<file path="src/rtl/riscv_pkg.sv">
// Shared encodings for the RV32I multi-cycle sequencer: opcodes, FSM states,
// decoded instruction classes and ALU operation selects.
package riscv_pkg;

    localparam logic [6:0] OP_BEQ   = 7'b1100011;
    localparam logic [6:0] OP_RTYPE = 7'b0110011;
    localparam logic [6:0] OP_ITYPE = 7'b0010011;
    localparam logic [6:0] OP_LOAD  = 7'b0000011;
    localparam logic [6:0] OP_STORE = 7'b0100011;

    localparam logic [1:0] ALU_ADD   = 2'b00;
    localparam logic [1:0] ALU_SUB   = 2'b01;
    localparam logic [1:0] ALU_FUNCT = 2'b10;

    typedef enum logic [2:0] {
        FETCH,
        DECODE,
        EXEC,
        MEM,
        WB,
        HALT
    } state_t;

    typedef enum logic [2:0] {
        CLS_RTYPE,
        CLS_ITYPE,
        CLS_LOAD,
        CLS_STORE,
        CLS_BRANCH,
        CLS_ILLEGAL
    } cls_t;

    function automatic cls_t decode_cls(logic [6:0] op);
        cls_t c;
        case (op)
            OP_RTYPE: c = CLS_RTYPE;
            OP_ITYPE: c = CLS_ITYPE;
            OP_LOAD:  c = CLS_LOAD;
            OP_STORE: c = CLS_STORE;
            OP_BEQ:   c = CLS_BRANCH;
            default:  c = CLS_ILLEGAL;
        endcase
        return c;
    endfunction

endpackage

</file>
<file path="src/rtl/perf_counters.sv">
// Busy-cycle and retired-instruction counters for the multi-cycle sequencer.
// Only instantiated when PERF_CNT_EN is defined.
module perf_counters
    import riscv_pkg::*;
#(
    parameter int unsigned CNT_W = 32
) (
    input  logic             clk,
    input  logic             n_rst,
    input  logic             busy,
    input  logic             retire,
    output logic [CNT_W-1:0] cycle_cnt,
    output logic [CNT_W-1:0] instret_cnt
);

    always_ff @(posedge clk or negedge n_rst) begin
        if (!n_rst) begin
            cycle_cnt   <= '0;
            instret_cnt <= '0;
        end else begin
            if (busy) begin
                cycle_cnt <= cycle_cnt + CNT_W'(1);
            end
            if (retire) begin
                instret_cnt <= instret_cnt + CNT_W'(1);
            end
        end
    end

endmodule

</file>
<file path="src/rtl/multicycle_ctrl.sv">
// Multi-cycle RV32I sequencer sharing one memory port between fetch and load/store.
// Define PERF_CNT_EN to add the cycle_cnt/instret_cnt performance counter outputs.
module multicycle_ctrl
    import riscv_pkg::*;
#(
    parameter int unsigned CNT_W           = 32,
    parameter bit          HALT_ON_ILLEGAL = 1'b1
) (
    input  logic             clk,
    input  logic             n_rst,
    input  logic [6:0]       opcode,
    input  logic             funct3_0,
    input  logic             zero,
    input  logic             mem_ready,
    output logic             mem_req,
    output logic             mem_we,
    output logic             addr_sel,
    output logic             ir_wr,
    output logic             pc_wr,
    output logic             pc_src,
    output logic             reg_wr,
    output logic             alu_src,
    output logic [1:0]       alu_op,
    output logic             mem_to_reg,
    output logic             illegal,
    output logic             busy
`ifdef PERF_CNT_EN
    ,
    output logic [CNT_W-1:0] cycle_cnt,
    output logic [CNT_W-1:0] instret_cnt
`endif
);

    state_t state_q, state_d;
    cls_t   cls_q, cls_d;
    logic   illegal_q, illegal_d;

    logic       req_s, we_s, addr_sel_s, ir_wr_s, pc_wr_s, pc_src_s;
    logic       reg_wr_s, alu_src_s, mem_to_reg_s;
    logic [1:0] alu_op_s;

    always_ff @(posedge clk or negedge n_rst) begin
        if (!n_rst) begin
            state_q   <= FETCH;
            cls_q     <= CLS_RTYPE;
            illegal_q <= 1'b0;
        end else begin
            state_q   <= state_d;
            cls_q     <= cls_d;
            illegal_q <= illegal_d;
        end
    end

    always_comb begin
        state_d      = state_q;
        cls_d        = cls_q;
        illegal_d    = illegal_q;
        req_s        = 1'b0;
        we_s         = 1'b0;
        addr_sel_s   = 1'b0;
        ir_wr_s      = 1'b0;
        pc_wr_s      = 1'b0;
        pc_src_s     = 1'b0;
        reg_wr_s     = 1'b0;
        alu_src_s    = 1'b0;
        alu_op_s     = ALU_ADD;
        mem_to_reg_s = 1'b0;

        case (state_q)
            FETCH: begin
                req_s = 1'b1;
                if (mem_ready) begin
                    ir_wr_s = 1'b1;
                    pc_wr_s = 1'b1;
                    state_d = DECODE;
                end
            end
            DECODE: begin
                cls_d = decode_cls(opcode);
                if (cls_d == CLS_ILLEGAL) begin
                    illegal_d = 1'b1;
                    state_d   = HALT_ON_ILLEGAL ? HALT : FETCH;
                end else begin
                    state_d = EXEC;
                end
            end
            EXEC: begin
                case (cls_q)
                    CLS_RTYPE: begin
                        alu_op_s = ALU_FUNCT;
                        state_d  = WB;
                    end
                    CLS_ITYPE: begin
                        alu_src_s = 1'b1;
                        alu_op_s  = ALU_FUNCT;
                        state_d   = WB;
                    end
                    CLS_LOAD, CLS_STORE: begin
                        alu_src_s = 1'b1;
                        state_d   = MEM;
                    end
                    CLS_BRANCH: begin
                        alu_op_s = ALU_SUB;
                        pc_src_s = 1'b1;
                        pc_wr_s  = zero ^ funct3_0;
                        state_d  = FETCH;
                    end
                    default: state_d = FETCH;
                endcase
            end
            MEM: begin
                // Address and direction held steady until the access completes.
                req_s      = 1'b1;
                addr_sel_s = 1'b1;
                alu_src_s  = 1'b1;
                we_s       = (cls_q == CLS_STORE);
                if (mem_ready) begin
                    state_d = (cls_q == CLS_STORE) ? FETCH : WB;
                end
            end
            WB: begin
                reg_wr_s     = 1'b1;
                mem_to_reg_s = (cls_q == CLS_LOAD);
                state_d      = FETCH;
            end
            HALT: state_d = HALT;
            default: state_d = FETCH;
        endcase
    end

    // Gate with n_rst so no strobe escapes while reset is held.
    assign mem_req    = n_rst & req_s;
    assign mem_we     = n_rst & we_s;
    assign addr_sel   = n_rst & addr_sel_s;
    assign ir_wr      = n_rst & ir_wr_s;
    assign pc_wr      = n_rst & pc_wr_s;
    assign pc_src     = n_rst & pc_src_s;
    assign reg_wr     = n_rst & reg_wr_s;
    assign alu_src    = n_rst & alu_src_s;
    assign alu_op     = n_rst ? alu_op_s : 2'b00;
    assign mem_to_reg = n_rst & mem_to_reg_s;
    assign illegal    = n_rst & illegal_q;
    assign busy       = n_rst & (state_q != HALT);

`ifdef PERF_CNT_EN
    logic retire;
    assign retire = (state_q == WB)
                  | ((state_q == MEM) & mem_ready & (cls_q == CLS_STORE))
                  | ((state_q == EXEC) & (cls_q == CLS_BRANCH));

    perf_counters #(
        .CNT_W (CNT_W)
    ) u_perf (
        .clk         (clk),
        .n_rst       (n_rst),
        .busy        (busy),
        .retire      (retire),
        .cycle_cnt   (cycle_cnt),
        .instret_cnt (instret_cnt)
    );
`else
    logic unused_cnt_w;
    assign unused_cnt_w = ^CNT_W;
`endif

endmodule
</file>
<file path="config.mk">
export PLATFORM = sky130hd
export DESIGN_NAME = multicycle_ctrl
export DESIGN_NICKNAME = d
export VERILOG_FILES = /design/src/rtl/riscv_pkg.sv /design/src/rtl/perf_counters.sv /design/src/rtl/multicycle_ctrl.sv
export SDC_FILE = /design/constraint.sdc
export NUM_CORES = 1
export LEC_CHECK = 0
export CAP_MARGIN = 20
export CELL_PAD_IN_SITES_DETAIL_PLACEMENT = 1
export CELL_PAD_IN_SITES_GLOBAL_PLACEMENT = 1
export CORE_ASPECT_RATIO = 1.1
export CORE_MARGIN = 5
export CORE_UTILIZATION = 29
export DETAILED_ROUTE_END_ITERATION = 8
export GPL_TIMING_DRIVEN = 0
export PLACE_DENSITY = 0.75
export RECOVER_POWER = 100
export SYNTH_ARGS = -nofsm -noshare
export SYNTH_HDL_FRONTEND = slang
export SYNTH_HIERARCHICAL = 1
export SYNTH_SLANG_ARGS = --single-unit
</file>
<file path="constraint.sdc">
create_clock -name clk -period 1.5 [get_ports clk]
set_clock_uncertainty 0.05 [all_clocks]
set_input_delay 0.225 -clock clk [delete_from_list [all_inputs] [get_ports clk]]
set_output_delay 0.225 -clock clk [all_outputs]
set_load 0.005 [all_outputs]
</file>
-- Yosys cells after proc, flatten, opt, wreduce, memory -nomap -nowiden
Cells that the tools add are included.
- register bits: 7
- input port bits: 12
- output and inout bits: 13
- logic and storage cells: 65
- eq/ne operators: 18
- multiplexer cells: 24
- bitwise gates (word level): 12
- reduce and logical (&&, ||, !) cells: 8
- operators with widths (operator ; number):
    one-hot mux 3 bit (5 select lines) ; 2
    two-way mux 3 bit ; 5
    == test 7 x 6 -> 1 bit, second input constant ; 2
    == test 3 x 2 -> 1 bit, second input constant ; 4
    == test 3 bit, second input constant ; 4
    bitwise AND 1 bit ; 11
    two-way mux 1 bit ; 11
    == test 7 x 2 -> 1 bit, second input constant ; 1
    == test 7 x 5 -> 1 bit, second input constant ; 1
    == test 7 bit, second input constant ; 1
    == test 3 x 1 -> 1 bit, second input constant ; 2
    zero test 3 bit ; 2
    one-hot mux 3 bit (2 select lines) ; 1
    OR reduction 2 bit ; 3
    two-way mux 2 bit ; 2
    inequality test 2 bit, second input constant ; 2
    one-hot mux 1 bit (2 select lines) ; 2
    one-hot mux 2 bit (2 select lines) ; 1
    AND reduction 2 bit ; 2
    inequality test 3 bit, second input constant ; 1
    OR reduction 3 bit ; 1
    bitwise XOR 1 bit ; 1

-- Longest topological paths before layout
- depth after elaboration: 6
- gate-level depth with buffers: 5
- mapped depth without buffers: 4

-- Worst setup path before layout
OpenSTA, ideal clock, no wires.
- path kind: reg-to-output
- from: reg state_q[1]
- to: out alu_op[0]
- arrival time: 1.161 ns
- required time: 1.225 ns
- path slack: 0.064 ns
- cell stages (with the launch flop): 6
- buffers on the path: 2
- cells stage by stage: dfrtp_1 buf_4 and2b_4 and4_1 and2_1 buf_4
- word-level cells in the longest chain between the ends: 3
- RTL lines (what ; RTL line ; text):
    start, declared ; multicycle_ctrl.sv:34 ; state_t state_q, state_d;
    start signal, assigned ; multicycle_ctrl.sv:48 ; state_q <= state_d;
    == test 3 x 2 -> 1 bit ; multicycle_ctrl.sv:69 ; case (state_q)
    two-way mux 2 bit ; multicycle_ctrl.sv:69 ;
    two-way mux 2 bit ; multicycle_ctrl.sv:140 ; assign alu_op = n_rst ? alu_op_s : 2'b00;
    end, declared ; multicycle_ctrl.sv:23 ; output logic [1:0] alu_op,
No other way between the ends.

-- Worst setup path in the final report
Ends and elaborated chain as after synthesis.

==> metrics.yaml <==
synthesis:
  syn_area_sq_um: 593
  yosysSeqAreaShare: 0.295
  synth_warnings: 6
  syn-instance-count: 68
  synthDistinctLibCells: 33
  syn_area_per_cell_sq_um: 8.72
  synth_fp_nets: 80
  synth-seq-cells: 7
timing:
  finalCriticalPeriod_ns: 1.73
  worst_pin_slew_ns: 0.316
  timing.hold.ws_ns: 0.412
  finalSetupViolations: 7
  fmax_mhz: 579
  layout_setup_ws_ns: -0.228
  slew_headroom: 0.789
  final_max_slew_viol_count: 0
  fin_crit_sh: 1.15
  hold_viol: 0
  grt_setup_unrepaired: "yes"
worst_setup_path:
  critPathRequiredTime_ns: 1.22
  cp-end-kind: "output port"
  worst-path-max-fanout: 3
  critical_path_class: "flop to output port"
  arrival_ns: 1.45
  start_kind: "flop"
global_routing:
  grt_max_degree: 9
  grt_pass1_wl_mm: 3.33
  gr-total-overflow: 0
  antenna_found_initial: 0
  grt_pass1_vias: 734
  track_usage: 0.149
clock_network:
  cts_root_buf: "clkbuf_4"
  cts_tree: "done"
  worstSkewPairLatency_ns: 0.26
  htree_levels: 1
  clk_pin_slew_ns: 0.05
  cts_buffers: 3
  clockBufferDepth: 2
  clock-sinks: 7
drt:
  wire_per_inst_um: 14.5
  drc: 0
  firstDrtPassIters: 4
  drtIter0Drc: 15
  wl_mm: 1.92
  detail_route.vias_per_cell: 4.83
  via_count: 642
  postRouteAntennaNets: 0
floorplan:
  row_count: 17
  die_h_um: 57.4
  core_area_sq_mm: 0.00198
  die_area_sq_mm: 0.00305
  floorplan.initialDensity: 0.300
  io_pins: 25
  fp.dieW_um: 53.1
pwr:
  cellLeakagePower_nw: 0.442
  power_mw: 0.978
  cellPowerDensity_mw_per_mm2: 999
  peakVddDrop_mv: 0.445
finish:
  stdcell_area_sq_um: 978
  fin_util: 0.495
  layout_common_cells: "clkdlybuf4s50_1 (10), buf_2 (10), nor2_1 (8)"
  multi_input_area_sq_um: 429
  fill_cells: 251
  drive_gt1_frac: 0.457
  nNetsFinal: 118
  insertedDiodeCount: 0
  area_growth_syn_to_layout_pct: 65.0
  seqCellArea_sq_um: 178
place:
  dp_hpwl_mm: 1.34
  dpl_cell_area_sq_um: 868
  gp_congestion: 0.746
  port_buffers: 24
run:
  cap_violations: 0
hold_path:
  hold_class: "flop to flop"
run_status:
  outcome: "finished, violations left"
  violations: "setup timing"
synth_stat cells:
cell,instances,area share
nand2_1,3,0.019
and2_1,2,0.021
a21oi_1,2,0.017
or2_2,1,0.011
nand3b_1,1,0.013
or2b_1,1,0.013
nor4_1,1,0.011
mux2i_1,1,0.017
inv_1,2,0.013
a21boi_0,1,0.013
nor2b_1,3,0.032
a221oi_1,1,0.015
a22oi_1,2,0.025
nand4bb_4,1,0.046
and4_1,1,0.015
nor2_2,1,0.011
a21oi_2,1,0.015
a22o_1,1,0.015
buf_4,2,0.025
nand2_8,1,0.034
nand2b_1,2,0.021
and3_1,5,0.053
nor3_2,1,0.017
o21ai_0,4,0.034
buf_6,1,0.019
and2b_4,2,0.034
nor2_1,11,0.070
dfrtp_1,7,0.30
o211ai_1,1,0.013
a21o_1,1,0.013
nor3_1,1,0.0084
o311a_1,1,0.017
xor2_1,2,0.030
logic make-up after synthesis:
kind of cell              after synthesis  share of synthesized area
AOI/OAI and AO/OA                      15                      0.175
buffers and inverters                   5                     0.0570
DFF                                     7                      0.295
muxes                                   1                     0.0169
xor gates and xnor gates                2                     0.0295
and+or+nand+nor                        38                      0.426
power breakdown:
| part | leakage [nW] | internal (mW) | total [mW] | switching (mW) |
|---|---|---|---|---|
| Combinational | 0.352 | 0.242 | 0.496 | 0.254 |
| Sequential | 0.0751 | 0.233 | 0.304 | 0.0709 |
| Clock | 0.0150 | 0.102 | 0.178 | 0.0761 |
| Total | 0.442 | 0.577 | 0.978 | 0.401 |
path summary, 6_finish.rpt:
kind	slack (ns)	startpoint	endpoint	depth (start not counted)
max	-0.23	state_q[1]	alu_op[0]	6
min in group asynchronous	0.44	n_rst	state_q[0]	2
max reg2reg	0.03	state_q[0]	state_q[2]	6
min reg2reg	0.41	illegal_q	illegal_q	1
max in group asynchronous	0.71	n_rst	cls_q[1]	2
min	0.41	illegal_q	illegal_q	1
flip-flops by register name, summed over array words and instances, names as in the netlist:
signal,flops
cls_q,3
state_q,3
illegal_q,1
routing by layer:
layer,GRT usage,part of all wire,vias to the layer above
met3,0.0183,0.058,5
met1,0.159,0.40,299
met2,0.270,0.52,24
met4,0.0876,0.024,0
li1,-,-,314
met5,0,0,-
critical path, cell delays in order, from the launching register on:
cell	delay (ns)
dfrtp_1	0.38
buf_6	0.13
and2b_4	0.16
and4_4	0.15
and2_4	0.16
buf_6	0.11
buf_6	0.10
through the flow:
step	setup WS [ns]	cells	setup TNS [ns]
floorplan	0.0641	68	0
global placement	-0.864	120	-8.59
detailed placement	-0.892	120	-8.91
CTS	-0.226	132	-1.13
global route	-0.288	133	-1.66
finish	-0.228	133	-0.979
area by class of cell:
cell class / count / share of cell area
clock buffer: 4 / 0.0269
multi-input combinational: 56 / 0.439
inverter: 2 / 0.0102
sequential: 7 / 0.182
buffer: 3 / 0.0345
timing repair buffer: 33 / 0.272
tap: 28 / 0.0358
repair_timing:
item,CTS,global route
hold buffers,1,0
endpoints found under the setup margin,13,11
buffers inserted,7,1
resized for setup,69,8
pin swaps,6,0
endpoints found under the hold margin,7,0
(Power assumes the default switching activity.)
